### src/rtl/sram_req_arbiter_pkg.sv
`default_nettype none
// ============================================================================
//  Module   : sram_req_arbiter_pkg
//  Purpose  : Shared types and constants for the SRAM-like request arbiter.
//  Revision : 1.0 - initial release
// ============================================================================
package sram_req_arbiter_pkg;

   localparam logic ARB_SRC_INST   = 1'b0;
   localparam logic ARB_SRC_DATA   = 1'b1;
   // Packed width of {wr, size, addr, wstrb, wdata}
   localparam int   ARB_REQ_BUS_WD = 71;

   typedef enum logic [1:0] {
      GRANT_NONE = 2'd0,
      GRANT_INST = 2'd1,
      GRANT_DATA = 2'd2
   } grant_e;

   function automatic logic grant_src(input grant_e g);
      return (g == GRANT_DATA) ? ARB_SRC_DATA : ARB_SRC_INST;
   endfunction

endpackage
`default_nettype wire

### src/rtl/arb_tag_fifo.sv
`default_nettype none
// ============================================================================
//  Module   : arb_tag_fifo
//  Purpose  : 1-bit synchronous FIFO holding the source of each in-flight request.
//  Revision : 1.0 - initial release
// ============================================================================
module arb_tag_fifo #(
   parameter int DEPTH = 4
) (
   input  logic clk,
   input  logic reset,
   input  logic push,
   input  logic push_tag,
   input  logic pop,
   output logic head,
   output logic full,
   output logic empty
);

   localparam int              PTR_W     = $clog2(DEPTH);
   localparam logic [PTR_W:0]  DEPTH_CNT = (PTR_W + 1)'(DEPTH);

   logic             r_tags [DEPTH];
   logic [PTR_W-1:0] r_wptr;
   logic [PTR_W-1:0] r_rptr;
   logic [PTR_W:0]   r_count;
   logic             w_push;
   logic             w_pop;

   // Guarded here too so an empty pop or full push can never corrupt the count
   assign w_push = push && !full;
   assign w_pop  = pop && !empty;

   always_ff @(posedge clk) begin
      if (reset) begin
         r_wptr  <= '0;
         r_rptr  <= '0;
         r_count <= '0;
      end else begin
         if (w_push) r_wptr <= r_wptr + 1'b1;
         if (w_pop)  r_rptr <= r_rptr + 1'b1;
         case ({w_push, w_pop})
            2'b10:   r_count <= r_count + 1'b1;
            2'b01:   r_count <= r_count - 1'b1;
            default: r_count <= r_count;
         endcase
      end
   end

   always_ff @(posedge clk) begin
      if (w_push) r_tags[r_wptr] <= push_tag;
   end

   assign head  = r_tags[r_rptr];
   assign full  = (r_count == DEPTH_CNT);
   assign empty = (r_count == '0);

endmodule
`default_nettype wire

### src/rtl/sram_req_arbiter.sv
`default_nettype none
// ============================================================================
//  Module   : sram_req_arbiter
//  Purpose  : Shares one SRAM-like port between inst-fetch and data masters.
//             Define ARB_RR_EN for round-robin priority (default: data first).
//  Revision : 1.0 - initial release
// ============================================================================
module sram_req_arbiter
   import sram_req_arbiter_pkg::*;
#(
   parameter int OUTSTANDING = 4
) (
   input  logic        clk,
   input  logic        reset,
   input  logic        inst_req,
   input  logic        inst_wr,
   input  logic [1:0]  inst_size,
   input  logic [31:0] inst_addr,
   input  logic [3:0]  inst_wstrb,
   input  logic [31:0] inst_wdata,
   output logic        inst_addr_ok,
   output logic        inst_data_ok,
   output logic [31:0] inst_rdata,
   input  logic        data_req,
   input  logic        data_wr,
   input  logic [1:0]  data_size,
   input  logic [31:0] data_addr,
   input  logic [3:0]  data_wstrb,
   input  logic [31:0] data_wdata,
   output logic        data_addr_ok,
   output logic        data_data_ok,
   output logic [31:0] data_rdata,
   output logic        mem_req,
   output logic        mem_wr,
   output logic [1:0]  mem_size,
   output logic [31:0] mem_addr,
   output logic [3:0]  mem_wstrb,
   output logic [31:0] mem_wdata,
   input  logic        mem_addr_ok,
   input  logic        mem_data_ok,
   input  logic [31:0] mem_rdata
);

   logic                      r_lock;
   grant_e                    r_lock_grant;
`ifdef ARB_RR_EN
   logic                      r_last_src;
`endif
   grant_e                    w_grant;
   logic                      w_granted_req;
   logic                      w_accept;
   logic                      w_full;
   logic                      w_empty;
   logic                      w_head;
   logic [ARB_REQ_BUS_WD-1:0] w_inst_bus;
   logic [ARB_REQ_BUS_WD-1:0] w_data_bus;
   logic [ARB_REQ_BUS_WD-1:0] w_sel_bus;

   assign w_inst_bus = {inst_wr, inst_size, inst_addr, inst_wstrb, inst_wdata};
   assign w_data_bus = {data_wr, data_size, data_addr, data_wstrb, data_wdata};

   always_comb begin
      w_grant = GRANT_NONE;
      if (r_lock) begin
         w_grant = r_lock_grant;
      end else if (data_req && inst_req) begin
`ifdef ARB_RR_EN
         w_grant = (r_last_src == ARB_SRC_DATA) ? GRANT_INST : GRANT_DATA;
`else
         w_grant = GRANT_DATA;
`endif
      end else if (data_req) begin
         w_grant = GRANT_DATA;
      end else if (inst_req) begin
         w_grant = GRANT_INST;
      end
   end

   always_comb begin
      w_granted_req = 1'b0;
      w_sel_bus     = '0;
      case (w_grant)
         GRANT_INST: begin
            w_granted_req = inst_req;
            w_sel_bus     = w_inst_bus;
         end
         GRANT_DATA: begin
            w_granted_req = data_req;
            w_sel_bus     = w_data_bus;
         end
         default: begin
            w_granted_req = 1'b0;
            w_sel_bus     = '0;
         end
      endcase
   end

   assign mem_req  = w_granted_req && !w_full;
   assign w_accept = mem_req && mem_addr_ok;
   assign {mem_wr, mem_size, mem_addr, mem_wstrb, mem_wdata} = w_sel_bus;

   assign inst_addr_ok = w_accept && (w_grant == GRANT_INST);
   assign data_addr_ok = w_accept && (w_grant == GRANT_DATA);

   // Freeze the grant while the slave stalls so the presented request never changes
   always_ff @(posedge clk) begin
      if (reset) begin
         r_lock       <= 1'b0;
         r_lock_grant <= GRANT_NONE;
      end else if (mem_req && !mem_addr_ok) begin
         r_lock       <= 1'b1;
         r_lock_grant <= w_grant;
      end else if (w_accept) begin
         r_lock       <= 1'b0;
      end
   end

`ifdef ARB_RR_EN
   always_ff @(posedge clk) begin
      if (reset) begin
         r_last_src <= ARB_SRC_INST;
      end else if (w_accept) begin
         r_last_src <= grant_src(w_grant);
      end
   end
`endif

   arb_tag_fifo #(
      .DEPTH    (OUTSTANDING)
   ) u_tag_fifo (
      .clk      (clk),
      .reset    (reset),
      .push     (w_accept),
      .push_tag (grant_src(w_grant)),
      .pop      (mem_data_ok),
      .head     (w_head),
      .full     (w_full),
      .empty    (w_empty)
   );

   assign inst_data_ok = mem_data_ok && !w_empty && (w_head == ARB_SRC_INST);
   assign data_data_ok = mem_data_ok && !w_empty && (w_head == ARB_SRC_DATA);
   assign inst_rdata   = mem_rdata;
   assign data_rdata   = mem_rdata;

`ifndef SYNTHESIS
   a_no_orphan_response: assert property (@(posedge clk) disable iff (reset)
      !(mem_data_ok && w_empty))
      else $warning("sram_req_arbiter: mem_data_ok with no outstanding request ignored");
`endif

endmodule
`default_nettype wire

### config.mk
export PLATFORM = sky130hd
export DESIGN_NAME = sram_req_arbiter
export DESIGN_NICKNAME = d
export VERILOG_FILES = /design/src/rtl/sram_req_arbiter_pkg.sv /design/src/rtl/arb_tag_fifo.sv /design/src/rtl/sram_req_arbiter.sv
export SDC_FILE = /design/constraint.sdc
export NUM_CORES = 1
export LEC_CHECK = 0
export CORE_AREA = 4 4 120 122
export CTS_CLUSTER_DIAMETER = 30
export DETAILED_ROUTE_END_ITERATION = 8
export DIE_AREA = 0 0 124 126
export GPL_TIMING_DRIVEN = 0
export PLACE_DENSITY = 0.67
export SYNTH_ARGS = -nofsm -noshare
export SYNTH_HDL_FRONTEND = slang
export SYNTH_SLANG_ARGS = --single-unit
### constraint.sdc
create_clock -name clk -period 3.6 [get_ports clk]
set_input_delay 0.72 -clock clk [delete_from_list [all_inputs] [get_ports clk]]
set_output_delay 0.72 -clock clk [all_outputs]
set_load 0.05 [all_outputs]
# --- After elaboration in Yosys (flattened, before gate mapping) ---
# Memory sizes are Yosys's and may differ from the RTL's. A register that Yosys moved wholly into a read port is not among the register bits.
# Index checks and enable logic that the tools add are counted.
totals:
  reg_bits: 10
  mem_bits_rw: 4
  inputBits: 180
  output_inout_bits: 140
  word_cells: 46
  mem_count: 1
memory_table:
  columns: ["memory", "depth", "word_bits", "rd", "rd_clocked_by_memory_dff", "write_ports", "line_no", "rtl"]
  rows:
  - ["u_tag_fifo.r_tags", 4, 1, 1, 1, 1, "arb_tag_fifo.sv:23", "logic r_tags [DEPTH];"]
classes:
  addsub: 4
  n_eq_ne: 5
  mux: 14
  bitwise: 1
  reduce_logical: 16
op_table:
  columns: ["cell", "count"]
  rows:
  - ["71-bit one-hot mux with 2 select lines", 1]
  - ["1-bit logical AND", 10]
  - ["2-bit 2-to-1 mux", 5]
  - ["1-bit 2-to-1 mux", 6]
  - ["3-bit one-hot mux with 2 select lines", 1]
  - ["2-bit by 1-bit adder with 2-bit output (second input constant)", 2]
  - ["2-bit by 1-bit == test with 1-bit output (second input constant)", 2]
  - ["2-bit == test (second input constant)", 2]
  - ["2-bit nonzero test", 2]
  - ["3-bit by 1-bit adder with 3-bit output (second input constant)", 1]
  - ["3-bit == test (second input constant)", 1]
  - ["1-bit logical NOT", 3]
  - ["3-bit logical NOT", 1]
  - ["3-bit by 1-bit subtractor with 3-bit output (second input constant)", 1]
  - ["1-bit one-hot mux with 2 select lines", 1]
  - ["1-bit NOT", 1]

# --- Longest topological paths before layout ---
logic_depth:
  word_depth: 11
  mapped_depth: 13
  ltp_nobuf: 13

# --- Cells and area by module ---
# A second synthesis with hierarchy kept.
hier_totals:
  hier_cells: 314
  hier_area_um2: 2260.9
modules_own_cells:
  columns: ["mod", "instances", "cells_per_inst", "area_each_um2", "seq_area_each_um2"]
  rows:
  - ["sram_req_arbiter", 1, 255, 1642.8, 60.1]
  - ["arb_tag_fifo", 1, 59, 618.1, 300.3]

# --- Worst setup path before layout ---
# OpenSTA, ideal clock, no wires.
synth_path:
  kind: "input to output"
  start: "input port data_req"
  end: "output port mem_req"
  arrival_time_ns: 2.557
  t_required_ns: 2.880
  setup_slack_ns: 0.323
  stages: 5
  path_buffers: 1
  path_cell_list: "nor2_1 > a22oi_1 > ha_1 > clkbuf_1 > nor3_1"
synth_between:
  elab_chain_len: 6
  elab_cells_between_ends: 8
  cone_classes: "2 x eq/ne; 4 x mux; 2 x reduce/logical"
synth_rtl:
  columns: ["item", "line_no", "rtl"]
  rows:
  - ["start, declared", "sram_req_arbiter.sv:24", "input logic data_req,"]
  - ["2-bit 2-to-1 mux or 1-bit logical AND (tied branches)", "sram_req_arbiter.sv:72, sram_req_arbiter.sv:66", null]
  - ["2-bit 2-to-1 mux", "sram_req_arbiter.sv:66", "end else if (data_req && inst_req) begin"]
  - ["2-bit 2-to-1 mux", "sram_req_arbiter.sv:64", "if (r_lock) begin"]
  - ["2-bit == test or 2-bit by 1-bit == test with 1-bit output (tied branches)", "sram_req_arbiter.sv:82", "case (w_grant)"]
  - ["1-bit one-hot mux with 2 select lines (*)", "sram_req_arbiter.sv:82", null]
  - ["1-bit logical AND (*)", "sram_req_arbiter.sv:98", "assign mem_req = w_granted_req && !w_full;"]
  - ["end, declared", "sram_req_arbiter.sv:33", "output logic mem_req,"]
# Every way passes the cells marked *; elsewhere a longest branch is shown, timed or not.

# --- Worst setup path in the final report ---
layout_path:
  start: "input port inst_req"
  end: "output port mem_wdata[8]"
layout_between:
  elab_chain_len: 6
  elab_cells_between_ends: 8
  cone_classes: "2 x eq/ne; 5 x mux; 1 x reduce/logical"
layout_rtl:
  columns: ["item", "line_no", "rtl"]
  rows:
  - ["start, declared", "sram_req_arbiter.sv:15", "input logic inst_req,"]
  - ["1-bit 2-to-1 mux", "sram_req_arbiter.sv:74", "end else if (inst_req) begin"]
  - ["2-bit 2-to-1 mux", "sram_req_arbiter.sv:72", "end else if (data_req) begin"]
  - ["2-bit 2-to-1 mux (*)", "sram_req_arbiter.sv:66", null]
  - ["2-bit 2-to-1 mux (*)", "sram_req_arbiter.sv:64", null]
  - ["2-bit == test or 2-bit by 1-bit == test with 1-bit output (tied branches)", "sram_req_arbiter.sv:82", null]
  - ["71-bit one-hot mux with 2 select lines (*)", "sram_req_arbiter.sv:82", null]
  - ["end, declared", "sram_req_arbiter.sv:38", "output logic [31:0] mem_wdata,"]
# Marked as above.

==> reports/qor_table.md <==
| Group | Item | Reported |
| --- | --- | --- |
| finish | Sequential cell area | 360 um^2 |
| finish | Post-route design area | 5190 um^2 |
| finish | Area of the multi-input gates | 1270 um^2 |
| cts | Clock root cell | sky130_fd_sc_hd__clkbuf_16 |
| global route | Number of antenna violations at the first check in global routing | 0 |
| worst setup path | Crit path DAT | 2680 ps |
| global route | Maximum number of pins on one net before global-route repair | 11 |
| global route | Remaining global-route overflow | 0 |
| routing | Met3 wire length | 1310 um |
| hold path | Worst hold path class | reg -> reg |
| sta | Worst hold slack after final layout | 512 ps |
| cts | Maximum count of clock buffers along a single path | 2 |
| sta | Worst-margin pin slew | 549 ps |
| sta | Final setup violation count | 0 |
| cts | Number of buffers inserted by hold repair at cts | 0 |
| routing | Highest routing layer actually used | met4 |
| cts | CTS tree | built |
| sta | Number of pins exceeding their max-slew limit in the final report | 0 |
| yosys | Synthesized flop and latch total | 16 |
| yosys | Simple-gate share of the synthesized area | 0.195 |
| power | Clock network fraction of total power | 0.154 |
| placement | Half-perimeter wire length after detailed placement | 11600 um |
| placement | Number of port buffers | 287 |
| floorplan | I/O pin cnt | 320 |
| yosys | Combined area of all synthesized cells | 2230 um^2 |
| worst setup path | Type of destination of the critical path | output port |
| sta | Tightest slew margin relative to the limit | 0.631 |
| power | Logic pwr share | 0.708 |
| cts | Clock slew at reported path FFs | 50 ps |
| worst setup path | Terminus of the critical flop-to-flop path | u_tag_fifo.r_count[2] |
| sta | RSZ-0062 raised after global routing | no |
| routing | Post-route DRC | 0 |
| routing | Average detailed-routed wire length per instance | 17.1 um |
| floorplan | Initial Utilization | 0.169 |
| yosys | Xor/xnor cell area share of the yosys netlist | 0.0157 |
| floorplan | Core Rows | 42 |
| worst setup path | Worst Reg-to-Reg Cells | 13 |
| sta | Final cycle utilization of the critical path | 0.944 |
| worst setup path | Worst flop-to-flop path startpoint | r_lock |
| cts | Clock insertion delay at the later pin of the skew report | 240 ps |
| routing | Antenna violation net count after detailed routing | 0 |
| sta | Fmax achieved | 294 MHz |
| sta | Worst clock skew | 3.01 ps |
| sta | Min Clock Period, post-route | 3400 ps |
| floorplan | Core ar. | 13200 um^2 |
| yosys | Syn Inst Count | 315 |
| job | Max capacitance violation total | 0 |
| finish | ANT cells | 0 |
| finish | Fraction of final layout cells with drive strength greater than 1 | 0.291 |
| hold path | Endpoint of the worst hold path | r_lock_grant[1] |
| finish | Layout fillers | 1354 |
| placement | Area after detailed placement | 5320 um^2 |
| routing | Final Routed Wirelength | 13400 um |
| worst setup path | Classification of the worst setup path | in -> out |
| yosys | Part of the Yosys area used for sequential elements | 0.162 |
| routing | Number of DRC markers in iteration 0 | 131 |
| worst setup path | Data required time of the worst path | 2880 ps |
| power | Total Power Consumption | 0.00151 W |
| power | Internal Pwr Total | 0.000776 W |
| worst setup path | Launching element type of the critical path | primary input |
| global route | Total routing resource utilization after global routing | 0.156 |
| cts | Number of clock sinks | 16 |
| worst setup path | Worst setup slack for register-to-register paths | 630 ps |
| cts | Number of buffers inserted during clock tree synthesis | 3 |
| cts | # H-tree levels | 1 |
| worst setup path | Largest fanout of any net on the critical path | 10 |
| yosys | Number of synthesis warnings | 0 |
| routing | Met2 routed WL | 7180 um |
| yosys | Synthesized net count | 503 |
| power | Largest vdd supply drop | 0.132 mV |
| routing | Routed metal-1 wire length | 4670 um |
| finish | Total Nets Final | 797 |
| status | Outcome | finished clean |
| floorplan | Die area | 15600 um^2 |
| routing | Iteration count of the initial detailed-routing pass | 4 |
| floorplan | Chip Height | 126 um |
| hold path | Start point of the worst min-delay path | r_lock_grant[1] |
| power | Sequential fraction of design power | 0.138 |
| power | Sw power | 0.000734 W |
| power | Leakage | 2.29 nW |
| hold path | Worst hold path cell count | 1 |
| yosys | Combinational family with the most area after synthesis | compound AO/OA/AOI/OAI gates |
| routing | Via count | 3364 |
| routing | Via density | 4.29 |
| sta | Final-report hold violation count | 0 |
| power | Sw Ratio | 0.486 |
| yosys | Post-synthesis adder-cell area fraction | 0.0483 |
| finish | Area overhead of the layout relative to synthesis | 133% |
| yosys | Distinct cell type count after synthesis | 33 |
| power | P per Cell Area | 291 nW/um^2 |
| yosys | Share of synthesized area spent on multiplexers | 0.0146 |
| yosys | Mean area per synthesized cell | 7.07 um^2 |
| global route | First-pass GRT wire length | 19300 um |
| global route | Vias in the first global route | 3556 |
| placement | Final estimated routing congestion in global placement | 0.779 |
| floorplan | Width of the die | 124 um |
| yosys | Synthesized-area fraction occupied by ao, oa, aoi and oai cells | 0.287 |
layout make-up:
type	instances	share of cell area
Buffer	89	0.121
Clock buffer	4	0.0171
Inverter	11	0.00796
Multi-Input combinational cell	199	0.245
Sequential cell	16	0.0694
Tap cell	176	0.0424
Timing Repair Buffer	289	0.497
routing by layer:
| layer | vias up | GRT usage |
|---|---|---|
| met5 | - | 0 |
| met4 | 0 | 0.0354 |
| met3 | 12 | 0.0354 |
| met2 | 184 | 0.306 |
| met1 | 1538 | 0.165 |
| li1 | 1630 | - |
cell usage in the layout (no fill, tap or decap), types with 2 or more instances in the layout:
master	Yosys	final
sky130_fd_sc_hd__a31oi_1	2	2
sky130_fd_sc_hd__dfxtp_1	12	12
sky130_fd_sc_hd__ha_1	7	6
sky130_fd_sc_hd__clkbuf_16	0	3
sky130_fd_sc_hd__a22oi_2	0	3
sky130_fd_sc_hd__edfxtp_1	4	4
sky130_fd_sc_hd__o31ai_1	3	3
sky130_fd_sc_hd__buf_2	2	66
sky130_fd_sc_hd__nor3_1	2	2
sky130_fd_sc_hd__clkdlybuf4s50_1	0	212
sky130_fd_sc_hd__xor2_1	4	4
sky130_fd_sc_hd__inv_1	11	11
sky130_fd_sc_hd__nand2b_1	2	2
sky130_fd_sc_hd__buf_4	64	74
sky130_fd_sc_hd__clkbuf_4	0	20
sky130_fd_sc_hd__and2_1	6	6
sky130_fd_sc_hd__clkbuf_2	0	2
sky130_fd_sc_hd__nor2_1	80	79
sky130_fd_sc_hd__or4_1	2	2
sky130_fd_sc_hd__a22oi_1	73	70
sky130_fd_sc_hd__a21oi_1	3	3
Yosys cell counts (all sizes together):
master	number	area, um^2
clkbuf	8	30.0
nor2	80	300
a21oi	3	15.0
nor2b	1	6.26
edfxtp	4	120
or3b	1	11.3
o311ai	1	8.76
fa	1	20.0
mux2i	1	10.0
nand2b	2	12.5
nor3	3	20.0
nor3b	1	12.5
a211oi	1	7.51
nand4	1	6.26
a31oi	2	12.5
dfxtp	12	240
and2	6	37.5
mux4	1	22.5
xor2	4	35.0
o31ai	3	22.5
or3	1	6.26
o21ai	1	5.00
buf	81	547
or4	2	15.0
ha	7	87.6
a22oi	73	548
and3	1	6.26
o211a	1	10.0
inv	11	41.3
a22o	1	8.76
what timing repair did:
action | CTS | global route
setup endpoints to repair | 75 | 71
pin swaps | 1 | 2
cloned | 0 | 0
buffers inserted | 1 | 1
gates resized for setup | 392 | 41
how the worst max path moves through the flow:
stage,slack [ps],from,endpoint,depth (start not counted)
6_report,200,inst_req,mem_wdata[8],8
5_1_grt,70,inst_req,u_tag_fifo.r_count[2],14
4_1_cts,5,data_req,mem_addr[9],9
3_5_place_dp,-1090,data_req,mem_wdata[9],9
3_3_place_gp,-1070,data_req,mem_wdata[9],9
2_1_floorplan,320,data_req,mem_req,5
cell families after synthesis:
| group | count (synthesis) |
|---|---|
| compound gates | 86 |
| flops | 16 |
| fa+ha+maj | 8 |
| simple gates | 99 |
| xor+xnor | 4 |
| buf+inv | 100 |
| mux | 2 |
power by group through the flow:
stage          Clock [W]  Combinational (W)  Sequential [W]
2_1_floorplan          0           0.000657        0.000208
3_3_place_gp           0            0.00110        0.000210
3_5_place_dp           0            0.00111        0.000211
4_1_cts         0.000237            0.00107        0.000208
5_1_grt         0.000247            0.00113        0.000210
6_report        0.000233            0.00107        0.000208
metrics by stage:
| step | TNS, ps | cells | utilization | setup WS (ps) |
|---|---|---|---|---|
| 2_1_floorplan | 0 | 315 | - | 323 |
| 3_3_place_gp | -60660 | 778 | 0.403 | -1070 |
| 3_5_place_dp | -64880 | 778 | 0.403 | -1090 |
| 4_1_cts | 0 | 783 | 0.392 | 5.17 |
| 5_1_grt | 0 | 784 | 0.393 | 68.2 |
| 6_report | 0 | 784 | 0.393 | 200 |
worst max-delay path: stages:
cell                              delay (ps)
sky130_fd_sc_hd__clkdlybuf4s50_1         490
sky130_fd_sc_hd__a22oi_2                 230
sky130_fd_sc_hd__ha_2                    290
sky130_fd_sc_hd__buf_6                   180
sky130_fd_sc_hd__buf_2                   230
sky130_fd_sc_hd__a22oi_1                 120
sky130_fd_sc_hd__nor2_1                  110
sky130_fd_sc_hd__buf_2                   300
(Power assumes the default switching activity.)
